$ cat src/rtl/mc_sequencer.sv
// Multicycle control sequencer for the RV32I non-pipelined core.
// Drives valid/ready handshakes to IMEM and DMEM of arbitrary latency, owns
// the fetch PC, the executing instruction register, register-file write
// timing, the retired-instruction counter and fault/halt reporting.
module mc_sequencer #(
  parameter int unsigned     XLEN       = 32,
  parameter logic [XLEN-1:0] RESET_PC   = 32'h0000_0000,
  parameter logic [31:0]     NOP        = 32'h0000_0013,
  parameter int unsigned     WAIT_LIMIT = 0,
  parameter int unsigned     CNT_W      = 64
) (
  input  logic             clk,
  input  logic             rst,
  output logic             imem_req_valid,
  input  logic             imem_req_ready,
  output logic [XLEN-1:0]  imem_addr,
  input  logic             imem_rsp_valid,
  input  logic [31:0]      imem_rsp_data,
  output logic             dmem_req_valid,
  input  logic             dmem_req_ready,
  output logic             dmem_req_we,
  input  logic             dmem_rsp_valid,
  input  logic             dec_is_load,
  input  logic             dec_is_store,
  input  logic             dec_reg_write,
  input  logic             dec_halt,
  input  logic             ex_redirect,
  input  logic [XLEN-1:0]  ex_target,
  output logic [XLEN-1:0]  pc,
  output logic [XLEN-1:0]  pc_exec,
  output logic [31:0]      instr,
  output logic             ex_valid,
  output logic             rf_wen,
  output logic             mem_to_reg,
  output logic             retire,
  output logic [CNT_W-1:0] instret,
  output logic             halted,
  output logic [1:0]       fault_cause
);

  typedef enum logic [2:0] {
    S_FETCH_REQ,
    S_FETCH_WAIT,
    S_EXEC,
    S_MEM_REQ,
    S_MEM_WAIT,
    S_HALT
  } state_t;

  localparam logic [1:0] FAULT_FETCH_TO  = 2'd1;
  localparam logic [1:0] FAULT_MEM_TO    = 2'd2;
  localparam logic [1:0] FAULT_MISALIGN  = 2'd3;
  localparam logic [31:0] LIMIT_LAST     = 32'(WAIT_LIMIT - 1);

  state_t      state;
  logic [31:0] wait_cnt;

  logic exec_misalign;
  logic exec_mem;
  logic exec_done;
  logic mem_done;
  logic limit_hit;

  // Resolve the EXEC priority chain and MEM_WAIT completion for this cycle.
  always_comb begin
    // NOTE: every always_comb output gets a default first so no path leaves it
    // unassigned; otherwise synthesis infers a latch.
    exec_misalign = 1'b0;
    exec_mem      = 1'b0;
    exec_done     = 1'b0;
    mem_done      = 1'b0;
    if (state == S_EXEC && !dec_halt) begin
      if (ex_redirect && (ex_target[1:0] != 2'b00)) begin
        exec_misalign = 1'b1;
      end else if (dec_is_load || dec_is_store) begin
        exec_mem = 1'b1;
      end else begin
        exec_done = 1'b1;
      end
    end
    if (state == S_MEM_WAIT && dmem_rsp_valid) begin
      mem_done = 1'b1;
    end
  end

  // A response arriving in the limit cycle takes precedence over the timeout.
  assign limit_hit = (WAIT_LIMIT != 0) && (wait_cnt == LIMIT_LAST);

  // Handshake requests are held by state alone; nothing is requested in reset.
  assign imem_req_valid = (state == S_FETCH_REQ) && !rst;
  assign imem_addr      = pc;
  assign dmem_req_valid = (state == S_MEM_REQ);
  assign dmem_req_we    = (state == S_MEM_REQ) && dec_is_store;
  assign ex_valid       = (state == S_EXEC);
  assign halted         = (state == S_HALT);

  // Write-back and retire are same-cycle decisions on decode/response inputs.
  assign retire     = exec_done || mem_done;
  assign rf_wen     = (exec_done && dec_reg_write) || (mem_done && dec_is_load);
  assign mem_to_reg = mem_done && dec_is_load;

  // Sequencer state, PC, instruction register, counters and fault cause.
  always_ff @(posedge clk or posedge rst) begin
    // NOTE: sequential state uses non-blocking assignments only, so every
    // register samples pre-edge values regardless of statement order.
    if (rst) begin
      state       <= S_FETCH_REQ;
      pc          <= RESET_PC;
      pc_exec     <= RESET_PC;
      instr       <= NOP;
      instret     <= '0;
      fault_cause <= 2'd0;
      wait_cnt    <= '0;
    end else begin
      if (retire) begin
        instret <= instret + CNT_W'(1);
      end
      case (state)
        S_FETCH_REQ: begin
          if (imem_req_ready) begin
            wait_cnt <= '0;
            state    <= S_FETCH_WAIT;
          end
        end
        S_FETCH_WAIT: begin
          if (imem_rsp_valid) begin
            instr   <= imem_rsp_data;
            pc_exec <= pc;
            state   <= S_EXEC;
          end else if (limit_hit) begin
            fault_cause <= FAULT_FETCH_TO;
            state       <= S_HALT;
          end else begin
            wait_cnt <= wait_cnt + 32'd1;
          end
        end
        S_EXEC: begin
          if (dec_halt) begin
            state <= S_HALT;
          end else if (exec_misalign) begin
            fault_cause <= FAULT_MISALIGN;
            state       <= S_HALT;
          end else if (exec_mem) begin
            state <= S_MEM_REQ;
          end else begin
            pc    <= ex_redirect ? ex_target : pc + XLEN'(4);
            state <= S_FETCH_REQ;
          end
        end
        S_MEM_REQ: begin
          if (dmem_req_ready) begin
            wait_cnt <= '0;
            state    <= S_MEM_WAIT;
          end
        end
        S_MEM_WAIT: begin
          if (dmem_rsp_valid) begin
            pc    <= pc + XLEN'(4);
            state <= S_FETCH_REQ;
          end else if (limit_hit) begin
            fault_cause <= FAULT_MEM_TO;
            state       <= S_HALT;
          end else begin
            wait_cnt <= wait_cnt + 32'd1;
          end
        end
        S_HALT: begin
          state <= S_HALT;
        end
        default: begin
          state <= S_HALT;
        end
      endcase
    end
  end

endmodule

$ cat config.mk
export PLATFORM = sky130hd
export DESIGN_NAME = mc_sequencer
export DESIGN_NICKNAME = d
export VERILOG_FILES = /design/src/rtl/mc_sequencer.sv
export SDC_FILE = /design/constraint.sdc
export NUM_CORES = 1
export LEC_CHECK = 0
export BUFFER_PORTS_ARGS = -buffer_cell sky130_fd_sc_hd__clkbuf_2
export CORE_MARGIN = 10
export CORE_UTILIZATION = 40
export DETAILED_ROUTE_END_ITERATION = 8
export PLACE_DENSITY = 0.66
export SLEW_MARGIN = 20
export SYNTH_ARGS = -nofsm -noshare
export SYNTH_HDL_FRONTEND = slang
export SYNTH_SLANG_ARGS = --single-unit
export TNS_END_PERCENT = 5
$ cat constraint.sdc
create_clock -name clk -period 5.65 [get_ports clk]
set_clock_uncertainty 0.05 [all_clocks]
set_input_delay 0.2825 -clock clk [delete_from_list [all_inputs] [get_ports clk]]
set_output_delay 0.2825 -clock clk [all_outputs]
set_load 0.1 [all_outputs]
Word-level counts from Yosys, hierarchy flattened
Index checks and enable logic that the tools add are counted.
Word-level totals
  register bits: 164
  bits of input ports: 75
  output and inout bits: 202
  word-level logic and storage cells: 63
Operators by class
  add/subtract/negate cells: 2
  equality and inequality tests: 12
  muxes and demuxes: 23
  bitwise logic cells: 1
  reduce and logical (&&, ||, !) cells: 19
Operator list (number)
  $mux W32: 5
  $add A64 B1 Y64 const B: 1
  $pmux W32 S2: 1
  $add A32 B3 Y32 const B: 1
  $mux W3: 6
  $pmux W3 S5: 1
  $ne A2 B2 Y1 const B: 6
  $mux W1: 9
  $logic_and A1 B1 Y1: 7
  $eq A3 B2 Y1 const B: 2
  $eq A3 B3 Y1 const B: 2
  $reduce_and A5 Y1: 1
  $reduce_and A4 Y1: 1
  $reduce_bool A2 Y1: 2
  $eq A3 B1 Y1 const B: 1
  $logic_not A3 Y1: 1
  $logic_or A1 B1 Y1: 3
  $reduce_and A3 Y1: 1
  $logic_not A1 Y1: 2
  $mux W2: 1
  $ne A2 B1 Y1 const B: 1
  $reduce_and A2 Y1: 1
  $not A1 Y1: 1

Longest topological paths before layout
  depth in word-level cells: 8
  mapped depth: 8
  mapped depth without buffers: 6

Worst setup path before layout
Ideal clock, no wire load.
  path kind: register -> output
  start: register state[1]
  end: output port imem_req_valid
  arrival: 3.534 ns
  data required time: 5.318 ns
  setup slack: 1.784 ns
  stages on the path, launching flop included: 3
  buffers on the path: 1
  path through: dfrtp_1 -> clkbuf_1 -> nor4_1
On the way
  cells in the longest elaborated chain, start to end: 2
RTL lines
  start: declaration: line 55  | state_t state;
  start signal: assignment: line 107  | state <= S_FETCH_REQ;
  start signal: assignment: line 122  | state <= S_FETCH_WAIT;
  start signal: assignment: line 129  | state <= S_EXEC;
  $logic_not A3 Y1
  $logic_and A1 B1 Y1: line 90  | assign imem_req_valid = (state == S_FETCH_REQ) && !rst;
  end: declaration: line 14  | output logic imem_req_valid,
Every way passes these cells.

Worst setup path after layout
  start: register state[1]
  end: output port retire
On the way
  cells in the longest elaborated chain, start to end: 4
  elaborated cells on any way between the ends: 7
  classes of those cells: eq/ne (2); mux (2); reduce/logical (3)
RTL lines
  $eq A3 B2 Y1 or $eq A3 B3 Y1 (tied branches): line 72, 81
  $logic_and A1 B1 Y1 (on tied branches): line 72, 81
  $mux W1 (on tied branches): line 72, 81
  $logic_or A1 B1 Y1 *: line 98  | assign retire = exec_done || mem_done;
  end: declaration: line 35  | output logic retire,
Mark *: on every way between the ends. The rest lies on a longest branch, timed or not.

==> out/results.env <==
BASIC_GATE_SHARE_OF_THE_SYNTHESIZED_AREA_COUNTING_AND_OR_NAND_AND_NOR_CELLS_PCT=17.10
GRT_START_MAX_NET_PINS=98
POST_SYNTH_XOR_AREA_FRACTION_PCT=6.969
SYNTHFLOPTYPE='sky130_fd_sc_hd__dfrtp_1'
CRITICAL_PATH.STARTPOINT='state[1]$_DFFE_PP0P_'
R2R_SETUP_SLACK_PS=2200
WORST_HOLD_PATH_TYPE='in -> async'
MAX_FANOUT_ON_CRITICAL_PATH=44
SYNTH_AREA_SQ_UM=7918
SYNTH_ADDER_AREA_SHARE_PCT=0.3161
SETUP_VIOLATIONS=0
DRIVE_ABOVE_1_SHARE_PCT=40.76
PEAK_CLOCK_FREQUENCY_SUPPORTED_BY_TIMING_GHz=0.2881
FINAL_NET_COUNT=1043
FIRST_PASS_GRT_WIRE_LENGTH_UM=36510
FINAL_COMMON_CELL='sky130_fd_sc_hd__clkbuf_2'
ROUTED-VIA-COUNT=6491
TRITONCTS_NUM_SINKS=164
SYNTHDISTINCTLIBCELLS=52
TOP_LAYER='met5'
POST-ROUTE-MIN-PERIOD_PS=3471
IOPINCOUNT=277
CTSRESIZECOUNT=0
MET2_LENGTH_UM=11240
POSTCTSSETUPBUFFERS=0
VIOLATIONS='negative hold slack'
POSTROUTEWIRELENGTH_UM=23090
FF_TO_FF_END='instret[61]$_DFFE_PP0P_'
REGTOREGSTARTPOINT='state[1]$_DFFE_PP0P_'
ANTENNA_VIOLATIONS_BEFORE_REPAIR=1
PLACEABLECOREAREA_SQ_UM=19460
CTS-BUFFERS-INSERTED=17
STATUS='complete, but fails checks'
SYNTH.AREA.TOP_CELLS='sky130_fd_sc_hd__dfrtp_1, sky130_fd_sc_hd__mux2_2, sky130_fd_sc_hd__xor2_1, sky130_fd_sc_hd__buf_4, sky130_fd_sc_hd__xnor2_1'
TRACK_USAGE_PCT=17.38
CTS_HOLD_REPAIR.BUFFERS=0
WARNING_COUNT_FROM_THE_YOSYS_RUN=0
SEQ_AREA_FRAC_SYNTH_PCT=51.88
ROWS=51
DRTPASS1ITERATIONS=4
SYN-NUM-NETS=805
FIRST_GLOBAL_VIAS=6404
GRT_SETUP_UNREPAIRED='no'
SYNTH_COMPOUND_GATE_AREA_SHARE_PCT=8.881
CRIT_PATH_START_KIND='flop'
ANT_NETS=0
LAYOUT.CELLS.MOST_COMMON_LIST='sky130_fd_sc_hd__clkbuf_2, sky130_fd_sc_hd__dfrtp_1, sky130_fd_sc_hd__mux2_2'
FINALSETUPTNS_PS=0
ANTENNA-DIODE-COUNT=0
CRITICALPATHCATEGORY='reg -> out'
SYNTH.MUX.AREA_FRACTION_PCT=9.355
CLOCK_TREE.BUFFER_DEPTH=2
IO_BUFFER_COUNT=276
CLOCK_INSERTION_DELAY_WORST_SKEW_PS=420
SYNTHESIS.AREA_PER_INSTANCE_SQ_UM=10.88
TIMING.FINAL.MAX_SLEW_VIOLATIONS=0
SLEW-LIMIT-HEADROOM_PCT=41.07
FLOORPLAN.DIE.HEIGHT_UM=160.7
DIE_W_UM=160.7
WL_PER_CELL_UM=18.56
SYNTH-EDFF-COUNT=0
FIN_WORST_HOLD_SLACK_PS=-3.340
SYNTH_TOP_FAMILY_BY_AREA='simple AND/OR/NAND/NOR gates'
POST_ROUTE_FRACTION_OF_THE_PERIOD_CONSUMED_BY_THE_CRITICAL_PATH_PCT=61.43
FILLERS=1763
POSTSYNTH.ASYNCRESETSHARE_PCT=100.0
HPWL_DETAILED_UM=17330
CRITPATHCAPTURE='retire'
MET3ROUTEDLENGTH_UM=2084
REPORT.FINAL.HOLD_VIOL_COUNT=1
M1WIRELENGTH_UM=9532
CTS_TREE='yes'
INITIAL_CORE_UTIL_PCT=40.68
CP_DATA_REQUIRED_TIME_PS=5320
FINAL_CORE_UTILIZATION_PCT=50.83
GP_CONGESTION=0.8342
SYNTH_TOP_AREA_CELL='sky130_fd_sc_hd__dfrtp_1'
CTS.ROOT.BUFFER_CELL='sky130_fd_sc_hd__clkbuf_16'
YOSYS_REGISTER_BITS=164
CTS_HTREE_LEVELS=4
CLK_PIN_SLEW_WORST_PATHS_PS=60
MAXCAPVIOLATIONS=0
AVGVIACOUNTPERCELL=5.218
GLOBALROUTE.TOTALOVERFLOW=0
DRCVIOLATIONCOUNT=0
DRT_ITER0_DRC=481
FRACTION_OF_POST_SYNTHESIS_CELL_AREA_IN_THE_TOP_CELL_TYPE_BY_AREA_PCT=50.88
FLOORPLAN.DIE_AREA_SQ_UM=25820
ARRIVAL_PS=3140
AREA.GROWTH.SYNTH_TO_FINAL_PCT=24.94
WORSTSETUPENDPOINTTYPE='primary output'
NETLIST_INSTANCES=728
SLEW_AT_THE_PIN_CLOSEST_TO_ITS_MAX_SLEW_LIMIT_PS=883.9
TIMING.REG2REG.WORST_PATH_DEPTH=7
## cells in the mapped netlist, types with 15 or more instances
| master | n |
|---|---|
| sky130_fd_sc_hd__nor3_1 | 19 |
| sky130_fd_sc_hd__clkbuf_1 | 15 |
| sky130_fd_sc_hd__nand4_1 | 30 |
| sky130_fd_sc_hd__nand2_1 | 54 |
| sky130_fd_sc_hd__xor2_1 | 36 |
| sky130_fd_sc_hd__nand3_1 | 44 |
| sky130_fd_sc_hd__xnor2_1 | 27 |
| sky130_fd_sc_hd__mux2_2 | 64 |
| sky130_fd_sc_hd__a21oi_1 | 32 |
| sky130_fd_sc_hd__o21ai_0 | 21 |
| sky130_fd_sc_hd__buf_4 | 33 |
| sky130_fd_sc_hd__nor2_1 | 50 |
| sky130_fd_sc_hd__dfrtp_1 | 161 |
## area by class of cell
cell class	count	area [sq um]	share of cell area, %
multi-input combinational	488	3395	34.32
clock buffer	20	456.7	4.617
inverter	13	55.05	0.5565
tap	265	331.6	3.352
sequential	164	4108	41.53
clock inverter	12	120.1	1.214
timing repair buffer	282	1426	14.42
## registers in the layout (all words and copies together) (netlist names)
register / cells
instret: 64
instr: 32
imem_addr: 32
fault_cause: 1
pc_exec: 32
state: 3
## metal layers
metal  track usage [%]  up-vias
li1                  -     3062
met1             21.70     3137
met2             28.05      273
met3             6.263       17
met4             4.384        2
met5                 0        -
## critical path, cell delays in order, from the launching register on
cell                       delay, ps
sky130_fd_sc_hd__dfrtp_1         650
sky130_fd_sc_hd__and4bb_2        330
sky130_fd_sc_hd__a31oi_4         140
sky130_fd_sc_hd__buf_4           380
sky130_fd_sc_hd__clkinv_2        610
sky130_fd_sc_hd__clkbuf_2        570
## how the worst min path moves through the flow
stage | cells after the start | end | from
after global routing | 2 | instr[18]$_DFFE_PP0P_ | imem_rsp_data[18]
after global placement | 1 | instret[63]$_DFFE_PP0P_ | instret[63]$_DFFE_PP0P_
after CTS | 2 | instr[28]$_DFFE_PP0P_ | imem_rsp_data[28]
after detailed placement | 1 | instret[63]$_DFFE_PP0P_ | instret[63]$_DFFE_PP0P_
final | 2 | pc_exec[12]$_DFFE_PP0P_ | rst
after floorplan | 2 | imem_addr[2]$_DFFE_PP0P_ | ex_target[2]
## metrics by stage
step	cell area [sq um]	instances	worst slack, ps	hold WS (ps)
6_report	9892	1244	2179	-3.340
5_1_grt	9892	1244	1895	24.73
4_1_cts	9892	1244	2166	20.19
3_5_place_dp	9315	1212	2243	417.8
3_3_place_gp	9315	1212	2324	411.1
2_1_floorplan	7918	728	889.1	368.9
## cells by family (layout without fill, tap and decap cells)
logic type,Yosys count,in the layout
AO/OA/AOI/OAI,107,107
XOR/XNOR,63,63
adder cells (fa/ha/maj),2,2
buffers and inverters,76,327
flip-flops,164,164
multiplexers,66,66
AND/OR/NAND/NOR,250,250
Power is not shown: default switching activity piles up to over one toggle a cycle in this logic, so the estimate is an artifact.
